==> src/rtl/tdc_therm_encoder.sv <==
// TDC thermometer encoder: bubble-corrects the delay-line snapshot, detects new hits
// on tap 0 and emits coarse/fine timestamps over a valid/ready interface.
module tdc_therm_encoder #(
  parameter int unsigned NTAPS    = 64,
  parameter int unsigned COARSE_W = 16,
  localparam int unsigned FINE_W  = $clog2(NTAPS + 1)
) (
  input  logic                clk,
  input  logic                clr,
  input  logic [NTAPS-1:0]    therm,
  input  logic                ts_ready,
  output logic                ts_valid,
  output logic [COARSE_W-1:0] ts_coarse,
  output logic [FINE_W-1:0]   ts_fine,
  output logic                coarse_wrap,
  output logic [7:0]          drop_cnt
);

  localparam int unsigned DROP_W = 8;

  // Coarse counter and wrap pulse
  logic [COARSE_W-1:0] r_cnt;
  logic                r_wrap;

  // Stage 0: raw snapshot
  logic [NTAPS-1:0]    r_t0;
  logic [COARSE_W-1:0] r_c0;
  logic                r_t0_vld;

  // Stage 1: bubble-corrected line
  logic [NTAPS-1:0]    r_b;
  logic [COARSE_W-1:0] r_c1;
  logic                r_b_vld;
  logic                r_b0_prev;

  // Output register
  logic                r_valid;
  logic [COARSE_W-1:0] r_coarse;
  logic [FINE_W-1:0]   r_fine;
  logic [DROP_W-1:0]   r_drop;

  logic [NTAPS+1:0]    w_t0_pad;
  logic [NTAPS-1:0]    w_b_maj;
  logic [FINE_W-1:0]   w_popcnt;
  logic                w_evt;
  logic                w_valid_nxt;
  logic [COARSE_W-1:0] w_coarse_nxt;
  logic [FINE_W-1:0]   w_fine_nxt;
  logic [DROP_W-1:0]   w_drop_nxt;

  always_ff @(posedge clk) begin
    if (clr) begin
      r_cnt  <= '0;
      r_wrap <= 1'b0;
    end else begin
      r_cnt  <= r_cnt + COARSE_W'(1);
      r_wrap <= (r_cnt == {COARSE_W{1'b1}});
    end
  end

  // Edge taps replicate themselves so the majority reduces to the tap value
  assign w_t0_pad = {r_t0[NTAPS-1], r_t0, r_t0[0]};

  always_comb begin
    w_b_maj = '0;
    for (int i = 0; i < NTAPS; i++) begin
      w_b_maj[i] = (w_t0_pad[i]   & w_t0_pad[i+1]) |
                   (w_t0_pad[i+1] & w_t0_pad[i+2]) |
                   (w_t0_pad[i]   & w_t0_pad[i+2]);
    end
  end

  always_ff @(posedge clk) begin
    if (clr) begin
      r_t0     <= '0;
      r_c0     <= '0;
      r_t0_vld <= 1'b0;
    end else begin
      r_t0     <= therm;
      r_c0     <= r_cnt;
      r_t0_vld <= 1'b1;
    end
  end

  // b0_prev holds 1 until real data reaches stage 1, so a line saturated at
  // reset release is not mistaken for a rising edge out of the flushed zeros.
  always_ff @(posedge clk) begin
    if (clr) begin
      r_b       <= '0;
      r_c1      <= '0;
      r_b_vld   <= 1'b0;
      r_b0_prev <= 1'b1;
    end else begin
      r_b     <= w_b_maj;
      r_c1    <= r_c0;
      r_b_vld <= r_t0_vld;
      if (r_b_vld) begin
        r_b0_prev <= r_b[0];
      end
    end
  end

  always_comb begin
    w_popcnt = '0;
    for (int i = 0; i < NTAPS; i++) begin
      w_popcnt = w_popcnt + FINE_W'(r_b[i]);
    end
  end

  assign w_evt = r_b_vld & r_b[0] & ~r_b0_prev;

  // Output register next state: load, drop on back-pressure, or retire on accept
  always_comb begin
    w_valid_nxt  = r_valid;
    w_coarse_nxt = r_coarse;
    w_fine_nxt   = r_fine;
    w_drop_nxt   = r_drop;
    if (w_evt) begin
      if (!r_valid || ts_ready) begin
        w_valid_nxt  = 1'b1;
        w_coarse_nxt = r_c1;
        w_fine_nxt   = w_popcnt;
      end else if (r_drop != {DROP_W{1'b1}}) begin
        w_drop_nxt = r_drop + DROP_W'(1);
      end
    end else if (r_valid && ts_ready) begin
      w_valid_nxt = 1'b0;
    end
  end

  always_ff @(posedge clk) begin
    if (clr) begin
      r_valid  <= 1'b0;
      r_coarse <= '0;
      r_fine   <= '0;
      r_drop   <= '0;
    end else begin
      r_valid  <= w_valid_nxt;
      r_coarse <= w_coarse_nxt;
      r_fine   <= w_fine_nxt;
      r_drop   <= w_drop_nxt;
    end
  end

  assign ts_valid    = r_valid;
  assign ts_coarse   = r_coarse;
  assign ts_fine     = r_fine;
  assign coarse_wrap = r_wrap;
  assign drop_cnt    = r_drop;

endmodule

==> config.mk <==
export PLATFORM = sky130hd
export DESIGN_NAME = tdc_therm_encoder
export DESIGN_NICKNAME = d
export VERILOG_FILES = /design/src/rtl/tdc_therm_encoder.sv
export SDC_FILE = /design/constraint.sdc
export NUM_CORES = 1
export LEC_CHECK = 0
export CAP_MARGIN = 30
export CORE_AREA = 4 4 130 132
export CTS_CLUSTER_SIZE = 30
export DETAILED_ROUTE_END_ITERATION = 16
export DIE_AREA = 0 0 134 136
export PLACE_DENSITY = 0.84
export SLEW_MARGIN = 20
export SYNTH_ARGS = -nofsm -noshare
export SYNTH_HDL_FRONTEND = slang
export SYNTH_SLANG_ARGS = --single-unit
==> constraint.sdc <==
create_clock -name clk -period 17.4 [get_ports clk]
set_clock_uncertainty 0.05 [all_clocks]
set_input_delay 1.74 -clock clk [delete_from_list [all_inputs] [get_ports clk]]
set_output_delay 1.74 -clock clk [all_outputs]
set_load 0.005 [all_outputs]
# Word-level counts from Yosys, hierarchy flattened
# Cells that the tools add are included.
[totals]
ff_bits = 212
latchBits = 0
mem_bits_rw = 0
rom_bits = 0
n_memories = 0
[classes]
add_sub_neg = 65
n_mul = 0
div = 0
order_cmp = 0
n_eq_ne = 3
shifts = 0
mux = 4
bitwise_logic = 257
n_reduce_logical = 7
[op_table]
columns = ["op", "count"]
rows = [
  ["$add A7 B1 Y7", 57],
  ["$or A1 B1 Y1", 128],
  ["$and A1 B1 Y1", 127],
  ["$add A16 B1 Y16 const B", 1],
  ["$eq A16 B16 Y1 const B", 1],
  ["$add A8 B1 Y8 const B", 1],
  ["$ne A8 B8 Y1 const B", 1],
  ["$add A6 B1 Y7", 1],
  ["$add A5 B1 Y6", 1],
  ["$add A4 B1 Y5", 1],
  ["$add A3 B1 Y4", 1],
  ["$mux W1", 4],
  ["$reduce_and A2 Y1", 2],
  ["$add A2 B1 Y3", 1],
  ["$reduce_and A3 Y1", 1],
  ["$add A1 B1 Y2", 1],
  ["$ne A2 B1 Y1 const B", 1],
  ["$not A1 Y1", 2],
  ["$reduce_bool A2 Y1", 1],
  ["$logic_and A1 B1 Y1", 1],
  ["$logic_not A1 Y1", 1],
  ["$logic_or A1 B1 Y1", 1],
]

# Depth between registers and ports, before layout
[logic_depth]
word_depth = 63
mapped_depth = 19

# Worst setup path before layout
# No wires, ideal clock.
[synth_timing]
path_kind = "reg2reg"
start = "register r_b[35]"
end = "register r_fine[4] (netlist: ts_fine[4])"
setup_ps = 122
arrival_ps = 5451
t_required_ps = 17228
slack_ps = 11777
path_stages_with_launch = 20
n_path_buf = 0
synth_period_minus_slack_ps = 5623
cell_sequence = "dfxtp_1 inv_1 fa_1 inv_1 fa_1 fa_1 inv_1 fa_1 inv_1 fa_1 fa_1 fa_1 inv_1 fa_1 inv_1 fa_1 nand2_1 nand2_1 a211oi_1 o41ai_1"
[synth_via]
elab_chain_len = 29
[synth_lines]
columns = ["element", "line_no", "rtl"]
rows = [
  ["start: declaration", "31", "logic [NTAPS-1:0] r_b;"],
  ["start signal: assignment", "94", "r_b <= w_b_maj;"],
  ["$add A7 B1 Y7 (29 in a row)", "106", "w_popcnt = w_popcnt + FINE_W'(r_b[i]);"],
  ["end signal: assignment", "140", "r_fine <= w_fine_nxt;"],
  ["end: declaration", "39", "logic [FINE_W-1:0] r_fine;"],
]
# Every way passes these cells.
# A chain may end at the register's enable or synchronous reset.

# Final worst setup path
[layout_timing]
start = "register r_b[0]"
end = "register r_fine[3] (netlist: ts_fine[3])"
[layout_via]
elab_chain_len = 63
[layout_lines]
columns = ["element", "line_no"]
rows = [
  ["$add A1 B1 Y2", "106"],
  ["$add A2 B1 Y3", "106"],
  ["$add A3 B1 Y4", "106"],
  ["$add A4 B1 Y5", "106"],
  ["$add A5 B1 Y6", "106"],
  ["$add A6 B1 Y7", "106"],
  ["$add A7 B1 Y7 (57 in a row)", "106"],
]
# Parallel ways exist; a longest one is shown, timed or not.

==> results.cfg <==
[cells_and_area]
drive_above_1_share = 0.05157
fillers = 1197
final_net_count = 1112
area.growth.synth_to_final_pct = 21.74
antennaDiodeCount = 0

[clock_network]
cts_max_level = 1
postCtsSetupRepairBufs = 0
cts_sinks = 212
clk_transition_reported_paths_ps = 60
clock_latency_ps = 490
cts_inserted_buffers = 21
clock-root-buffer = sky130_fd_sc_hd__clkbuf_16
holdBufCountCts = 0
clock_path_buffers = 3
post_cts.resized_instances = 0
cts_tree = built

[yosys]
synth-warning-count = 0
syn-instance-count = 878
synthesized_netlist_net_count = 1016
synth.ff_latch_count = 212
synth_edf_count = 0
synth_area_mm2 = 0.008546
synth.yosys.seq_area_share = 0.4966
async_flop_share = 0
yosysUniqueCellTypes = 43
synth.avg_cell_area_um2 = 9.733
dominantRegCellSynth = sky130_fd_sc_hd__dfxtp_1

[sta]
rsz0062_at_grt = no
max_clock_freq_ghz = 0.1678
relSlewSlack = 0.3772
timing.setup.tns_ps = 0
maxSlewViolCount = 0
final-hold-violation-count = 0
period_minus_slack_ps = 5961
min_period_over_period = 0.3426
setup_viol = 0
max_slew.worst_pin.slew_ps = 932.0

[global_route]
antenna_found_initial = 0
grt_max_degree = 112
grt_first_pass_wirelength_mm = 27.74
grt_pass1_vias = 5965
track_usage = 0.1845
global_route_congestion_overflow_total = 0

[place]
gp_congestion = 0.8506
dp.final_hpwl_mm = 11.16
io_buffer_count = 99

[worst_setup_path]
cp_data_arrival_time_ps = 6270
timing.setup.critical_path_class = reg2reg
critPathMaxFanout = 4
worstSetupEndpointType = register
startpoint_type = register
critical_path_rt_ps = 17710

[hold_path]
hold_class = reg2reg

[drt]
first_pass_iters = 5
drtIter0Drc = 336
antenna_violating_nets_post_route = 0
routed_wirelength_mm = 16.24
drcViolationCount = 0
num_vias = 5956
drt-vias-per-instance = 4.943
routed_wire_per_std_cell_um = 13.48

[floorplanning]
design.die.area_mm2 = 0.01822
floorplan.die.width_um = 134
floorplan.io_pins = 100
std_cell_rows = 46
initial_core_util = 0.5439
fp.coreArea_mm2 = 0.01571
die_height_um = 136

[power_and_ir_drop]
switching_share = 0.2775
ir_worst_vdd_v = 0.00008402
p_per_area_mw_per_mm2 = 116.5
power.switching_uw = 336.5
clkPwrFrac = 0.361
pwr-share-seq = 0.423
p_int_uw = 876.0
power_frac_comb = 0.215
total_power_uw = 1212
static-leakage-power_uw = 0.004121

[run_status]
status = complete, no violations

[job]
maxCapViolations = 0
[metrics by stage]
step | util | setup WS, ps | instances | hold WS, ps | area, µm²
floorplan | - | 11780 | 878 | 363.8 | 8546
global placement | 0.6175 | 11640 | 1166 | 366.5 | 9702
detailed placement | 0.6175 | 11470 | 1166 | 372.0 | 9702
CTS | 0.6609 | 11440 | 1204 | 382.2 | 10380
global route | 0.6621 | 11090 | 1205 | 398.8 | 10400
finish | 0.6621 | 11440 | 1205 | 381.3 | 10400
[power by group through the flow]
stage,Clock (µW),Sequential [µW],Combinational (µW)
finish,438,513,261
global placement,0,523,240
global route,469,515,309
floorplan,0,520,193
CTS,447,513,262
detailed placement,0,523,260
[final timing paths]
check / from / endpoint / slack, ps / cells past startpoint
max: r_b[0]$_SDFF_PP0_ / ts_fine[3]$_SDFFE_PP0P_ / 11440 / 16
min: r_c0[7]$_SDFF_PP0_ / r_c1[7]$_SDFF_PP0_ / 380 / 1
max reg2reg: r_b[0]$_SDFF_PP0_ / ts_fine[3]$_SDFFE_PP0P_ / 11440 / 16
min reg2reg: r_c0[7]$_SDFF_PP0_ / r_c1[7]$_SDFF_PP0_ / 380 / 1
[layer usage]
| metal | GRT usage | up-vias | wire, µm |
|---|---|---|---|
| met5 | 0 | - | 0 |
| met3 | 0.03960 | 27 | 995 |
| met2 | 0.3178 | 151 | 7734 |
| li1 | - | 2993 | - |
| met1 | 0.2386 | 2785 | 7170 |
| met4 | 0.04571 | 0 | 338 |
[cells in the mapped netlist (all sizes together), types with 12 or more instances]
cell type	number	share of area
nand2	108	0.047
fa	54	0.13
nor2b	100	0.073
nor2	28	0.012
buf	17	0.0089
a21oi	85	0.050
inv	98	0.043
clkbuf	12	0.0053
o21ai	66	0.039
ha	17	0.025
dfxtp	212	0.50
nand3	16	0.010
[worst max-delay path, stage by stage (launching register included)]
cell and delay [ps]:
sky130_fd_sc_hd__dfxtp_1 400, sky130_fd_sc_hd__inv_1 90, sky130_fd_sc_hd__fa_1 520, sky130_fd_sc_hd__fa_1 410
sky130_fd_sc_hd__inv_1 80, sky130_fd_sc_hd__fa_1 440, sky130_fd_sc_hd__fa_1 530, sky130_fd_sc_hd__fa_1 530
sky130_fd_sc_hd__fa_1 540, sky130_fd_sc_hd__fa_1 550, sky130_fd_sc_hd__inv_1 50, sky130_fd_sc_hd__fa_1 530
sky130_fd_sc_hd__inv_1 70, sky130_fd_sc_hd__ha_1 290, sky130_fd_sc_hd__a21oi_1 210, sky130_fd_sc_hd__o21ai_0 160
sky130_fd_sc_hd__o311ai_0 390
[placed cells by master, fill, tap and decap left out, types with 4 or more instances in the layout]
cell type,count
sky130_fd_sc_hd__nor4_1,4
sky130_fd_sc_hd__xnor2_1,4
sky130_fd_sc_hd__dfxtp_1,212
sky130_fd_sc_hd__clkbuf_8,5
sky130_fd_sc_hd__xor2_1,10
sky130_fd_sc_hd__clkbuf_1,5
sky130_fd_sc_hd__clkbuf_16,21
sky130_fd_sc_hd__nor2_1,28
sky130_fd_sc_hd__nand2_1,108
sky130_fd_sc_hd__nand4_1,5
sky130_fd_sc_hd__fa_1,54
sky130_fd_sc_hd__o21ai_0,66
sky130_fd_sc_hd__ha_1,17
sky130_fd_sc_hd__nor2b_1,100
sky130_fd_sc_hd__clkdlybuf4s50_1,98
sky130_fd_sc_hd__mux2_2,4
sky130_fd_sc_hd__nand3_1,15
sky130_fd_sc_hd__inv_1,98
sky130_fd_sc_hd__a21oi_1,85
[sequential cells by signal, summed over array words and instances, names as in the netlist]
| signal | flops |
|---|---|
| coarse_wrap | 1 |
| drop_cnt | 8 |
| r_b | 64 |
| r_b0_prev | 1 |
| r_b_vld | 1 |
| r_c0 | 16 |
| r_c1 | 16 |
| r_cnt | 16 |
| r_t0 | 64 |
| r_t0_vld | 1 |
| ts_coarse | 16 |
| ts_fine | 7 |
| ts_valid | 1 |
[layout make-up]
| class | count | area, µm² | area share |
|---|---|---|---|
| Multi-Input combinational cell | 538 | 3809 | 0.3661 |
| Tap cell | 216 | 270.3 | 0.02598 |
| Timing Repair Buffer | 102 | 1027 | 0.09874 |
| Clock buffer | 31 | 613.1 | 0.05893 |
| Sequential cell | 212 | 4244 | 0.4079 |
| Inverter | 99 | 371.6 | 0.03572 |
| Clock inverter | 7 | 68.82 | 0.006615 |
[cell families (layout without fill, tap and decap cells)]
logic type | Yosys count | count (layout) | share of synthesized area
adder cells (fa/ha/maj) | 71 | 71 | 0.1514
multiplexers | 6 | 6 | 0.007613
buffers and inverters | 128 | 239 | 0.05769
AO/OA/AOI/OAI | 165 | 165 | 0.1023
flip-flops | 212 | 212 | 0.4966
AND/OR/NAND/NOR | 282 | 282 | 0.1700
XOR/XNOR | 14 | 14 | 0.01435
No activity file was read; power rests on OpenSTA's default activity.
